File: config.mk
export PLATFORM = sky130hd
export DESIGN_NAME = ks_prefix_pipe
export DESIGN_NICKNAME = d
export VERILOG_FILES = /design/src/rtl/ks_prefix_pipe.sv
export SDC_FILE = /design/constraint.sdc
export NUM_CORES = 1
export LEC_CHECK = 0
export ABC_AREA = 1
export BUFFER_PORTS_ARGS = -buffer_cell sky130_fd_sc_hd__buf_2
export CAP_MARGIN = 20
export CORE_MARGIN = 2
export CORE_UTILIZATION = 45
export CTS_BUF_LIST = sky130_fd_sc_hd__clkbuf_4 sky130_fd_sc_hd__clkbuf_8 sky130_fd_sc_hd__clkbuf_16
export CTS_CLUSTER_DIAMETER = 80
export DETAILED_ROUTE_END_ITERATION = 10
export SETUP_SLACK_MARGIN = 0.02
export SYNTH_ARGS = -nofsm -noshare
export SYNTH_HDL_FRONTEND = slang
export SYNTH_SLANG_ARGS = --single-unit
File: constraint.sdc
create_clock -name clk -period 4.1 [get_ports clk]
set_clock_uncertainty 0.05 [all_clocks]
set_input_delay 0.615 -clock clk [delete_from_list [all_inputs] [get_ports clk]]
set_output_delay 0.615 -clock clk [all_outputs]
set_load 0.01 [all_outputs]
File: src/rtl/ks_prefix_pipe.sv
// Pipelined Kogge-Stone carry network: one input stage folds cin into bit 0,
// then log2(WIDTH) registered prefix levels, with per-stage bubble collapsing.
module ks_prefix_pipe #(
    parameter  int WIDTH  = 16,
    localparam int LEVELS = $clog2(WIDTH)
) (
    input  logic             clk,
    input  logic             rst,
    input  logic             in_valid,
    output logic             in_ready,
    input  logic [WIDTH-1:0] g_in,
    input  logic [WIDTH-1:0] p_in,
    input  logic             cin,
    output logic             out_valid,
    input  logic             out_ready,
    output logic [WIDTH-1:0] sum,
    output logic             cout
);

    logic [LEVELS:0]  v_q, v_d, ld;
    logic [LEVELS:0]  ci_q;
    logic [WIDTH-1:0] g_q  [LEVELS+1];
    logic [WIDTH-1:0] g_d  [LEVELS+1];
    logic [WIDTH-1:0] po_q [LEVELS+1];
    // The last level only consumes P, so group P stops one stage short.
    logic [WIDTH-1:0] p_q  [LEVELS];
    logic [WIDTH-1:0] p_d  [LEVELS];

    // A stage may load when empty or when its contents move on this cycle.
    always_comb begin
        ld[LEVELS] = out_ready | ~v_q[LEVELS];
        for (int k = LEVELS - 1; k >= 0; k--)
            ld[k] = ~v_q[k] | ld[k+1];
        v_d = v_q;
        if (ld[0]) v_d[0] = in_valid;
        for (int k = 1; k <= LEVELS; k++)
            if (ld[k]) v_d[k] = v_q[k-1];
    end

    always_comb begin
        g_d[0]    = g_in;
        g_d[0][0] = g_in[0] | (p_in[0] & cin);
        p_d[0]    = p_in;
        for (int k = 1; k <= LEVELS; k++) begin
            g_d[k] = g_q[k-1];
            for (int i = (1 << (k-1)); i < WIDTH; i++)
                g_d[k][i] = g_q[k-1][i] | (p_q[k-1][i] & g_q[k-1][i-(1 << (k-1))]);
        end
        for (int k = 1; k < LEVELS; k++) begin
            p_d[k] = p_q[k-1];
            for (int i = (1 << (k-1)); i < WIDTH; i++)
                p_d[k][i] = p_q[k-1][i] & p_q[k-1][i-(1 << (k-1))];
        end
    end

    always_ff @(posedge clk) begin
        if (rst) v_q <= '0;
        else     v_q <= v_d;
    end

    // Payload registers are don't-care while their valid bit is low.
    always_ff @(posedge clk) begin
        if (ld[0]) begin
            g_q[0]  <= g_d[0];
            p_q[0]  <= p_d[0];
            po_q[0] <= p_in;
            ci_q[0] <= cin;
        end
        for (int k = 1; k <= LEVELS; k++) begin
            if (ld[k]) begin
                g_q[k]  <= g_d[k];
                po_q[k] <= po_q[k-1];
                ci_q[k] <= ci_q[k-1];
            end
        end
        for (int k = 1; k < LEVELS; k++)
            if (ld[k]) p_q[k] <= p_d[k];
    end

    assign in_ready  = ld[0];
    assign out_valid = v_q[LEVELS];
    assign sum       = po_q[LEVELS] ^ {g_q[LEVELS][WIDTH-2:0], ci_q[LEVELS]};
    assign cout      = g_q[LEVELS][WIDTH-1];

endmodule

==> results.tsv <==
metric	value	unit
outcome	finished clean	
Total Wirelength	8760	um
Total GRT Usage	11.3	%
Filler Cells Inserted	1212	
CP arrival	1.65	ns
Period minus WS final	2.32	ns
area of the multi-input gates	713	sq um
max-slew violations	0	
Yosys top cell area share	85.0	%
CP Cell Sequence	nand3_2 > nor2_4 > nand3_2 > buf_4 > buf_2	
post-CTS setup buffers	0	
DRC Markers	0	
P_leak	3.54	nW
antenna cell count	0	
clock root buffer	clkbuf_16	
die height	129	um
period utilization	56.5	%
Mean Syn Cell Area	17.5	sq um
H-tree depth	1	
DR WL/cell	12.4	um
most common cell in the synthesized netlist	edfxtp_1	
sequential standard cell area	0.00608	sq mm
clock slew at reported path FFs	0.06	ns
Syn-to-layout area delta	17.8	%
worst reg2reg setup slack	2.51	ns
IO Port Bufs	55	
first-pass GRT wire length	14800	um
sequential-to-total area share from yosys stat	86.4	%
initial antenna violation count	0	
row count	45	
number of buffers created by CTS	20	
WHS	0.262	ns
RSZ-0062 raised after global routing	no	
Clock Latency Late Sink	0.47	ns
layout cells sized above 1	19.9	%
Synth Warn #	0	
die area	0.0166	sq mm
Detailed Route Iter0 Violations	167	
most used cell, CP	nand3_2	
WHS Path Cells	1	
Final Hold Vio Count	0	
Hold EP	g_q[0][7]	
DR vias	3014	
Primary FF master, synth	edfxtp_1	
Worst Setup End Kind	primary output	
effective utilization at floorplan	46.1	%
share of flip-flops with an asynchronous set or reset	0	%
Worst Path Max Fanout	35	
Slowest cell on crit path	dfxtp_1	
max_slew headroom	39.0	%
synth top area cells	edfxtp_1 85%, nand2_1 4.4%, inv_1 3.4%	
hold_sp	g_in[7]	
min-delay worst type	in2reg	
Post-Syn Area	0.00703	sq mm
Setup crit start kind	flip-flop	
Crit Path Class	reg2out	
worst r2r dst	po_q[0][34]	
vias in the first global route	3001	
Post-synth EDFFs	199	
Cell variety after synth	12	
ports placed on the boundary	56	
Clock Sinks	204	
Fmax	432	MHz
Yosys reg bits	204	
HPWL after detailed placement	5950	um
Peak VDD IR	0.000309	V
Slew @ Worst Pin	0.913	ns
Die X	129	um
Congestion Overflow GR	0	
post-cts resize count	0	
Post-Syn Nets	440	
Final GP Congestion	0.709	
synth cell count leaders	199 x edfxtp_1, 83 x nand2_1, 63 x inv_1	
Yosys top cell by area	edfxtp_1	
Max clock buf depth	3	
setup TNS	0	ns
Final setup viols	0	
Power Dens Cells	527	mW/mm^2
start of the worst register-to-register path	v_q[4]	
cts hold-fix bufs	0	
CTS tree	yes	
ANT nets after route	0	
router iterations before antenna repair	4	
Via-to-Cell Ratio	4.25	
layout net count	521	
worst reg2reg path depth	3	
number of max-cap violations	0	
Critical Path RT	3.43	ns
Post-Synthesis Cells	403	
Critical Path Max Stage Delay	0.37	ns
pin count of the biggest net entering global routing	49	
Core Box Area	0.0153	sq mm
## layout make-up
cell class	count	area share (%)
Clock buffer	26	6.80
Clock inverter	10	1.27
Inverter	65	2.95
Multi-Input combinational cell	134	8.61
Sequential cell	204	73.4
Tap cell	211	3.19
Timing Repair Buffer	59	3.84
## cells in the final DEF, fill, tap and decap left out
| cell type | count |
|---|---|
| inv_6 | 1 |
| clkinv_1 | 3 |
| buf_4 | 3 |
| inv_1 | 63 |
| clkinv_2 | 2 |
| a21o_1 | 26 |
| clkinvlp_4 | 2 |
| inv_2 | 2 |
| xor2_1 | 16 |
| clkbuf_16 | 21 |
| buf_12 | 1 |
| nand2_2 | 1 |
| buf_2 | 55 |
| clkbuf_4 | 5 |
| dfxtp_1 | 5 |
| a21oi_1 | 4 |
| a21oi_2 | 1 |
| edfxtp_1 | 199 |
| bufinv_16 | 2 |
| nand2_1 | 83 |
| nand3_2 | 2 |
| nor2_4 | 1 |
## layer usage
layer | track usage (%) | wire, um | part of all wire [%]
met5 | 0 | 0 | 0
met4 | 3.96 | 208 | 2.4
met3 | 2.52 | 482 | 5.5
met2 | 18.1 | 4080 | 47
met1 | 15.6 | 3990 | 46
## worst max-delay path, delay by kind of cell, from the launching register on
| kind | cells | cell delay (ns) |
|---|---|---|
| buffers and inverters | 2 | 0.46 |
| flip-flops | 1 | 0.37 |
| AND/OR/NAND/NOR | 3 | 0.33 |
## where the power goes
group	internal [mW]	switching, mW
Clock	1.10	0.696
Combinational	0.0570	0.0517
Sequential	2.40	0.0563
Total	3.56	0.804
## how the worst max path moves through the flow
stage	startpoint	to	slack [ns]	cells after the start
6_report	v_q[4]	in_ready	1.78	5
3_3_place_gp	out_ready	in_ready	1.88	7
2_1_floorplan	out_ready	in_ready	1.24	4
3_5_place_dp	out_ready	in_ready	1.87	7
5_1_grt	v_q[4]	in_ready	1.68	5
4_1_cts	v_q[4]	in_ready	1.76	5
## metrics by stage
step | instance area (sq um) | cells | power [mW] | setup WS, ns | util, %
final | 8280 | 709 | 4.36 | 1.78 | 54.3
after floorplan | 7030 | 403 | 2.55 | 1.24 | -
after detailed placement | 7590 | 672 | 2.62 | 1.87 | 49.8
after global placement | 7590 | 672 | 2.61 | 1.88 | 49.8
after CTS | 8260 | 708 | 4.42 | 1.76 | 54.2
after global routing | 8280 | 709 | 4.53 | 1.68 | 54.3
## logic make-up after synthesis
kind of cell,after synthesis,synth area share (%)
AND/OR/NAND/NOR,87,4.96
buffers and inverters,65,3.47
flip-flops,204,86.4
AO/OA/AOI/OAI,31,3.18
XOR/XNOR,16,1.99
## flip-flops by register name, summed over array words and instances (netlist names)
name / flops
g_q: 80
po_q: 64
v_q: 5
p_q: 50
ci_q: 5
Note: power is estimated with default switching activity, not from simulation.
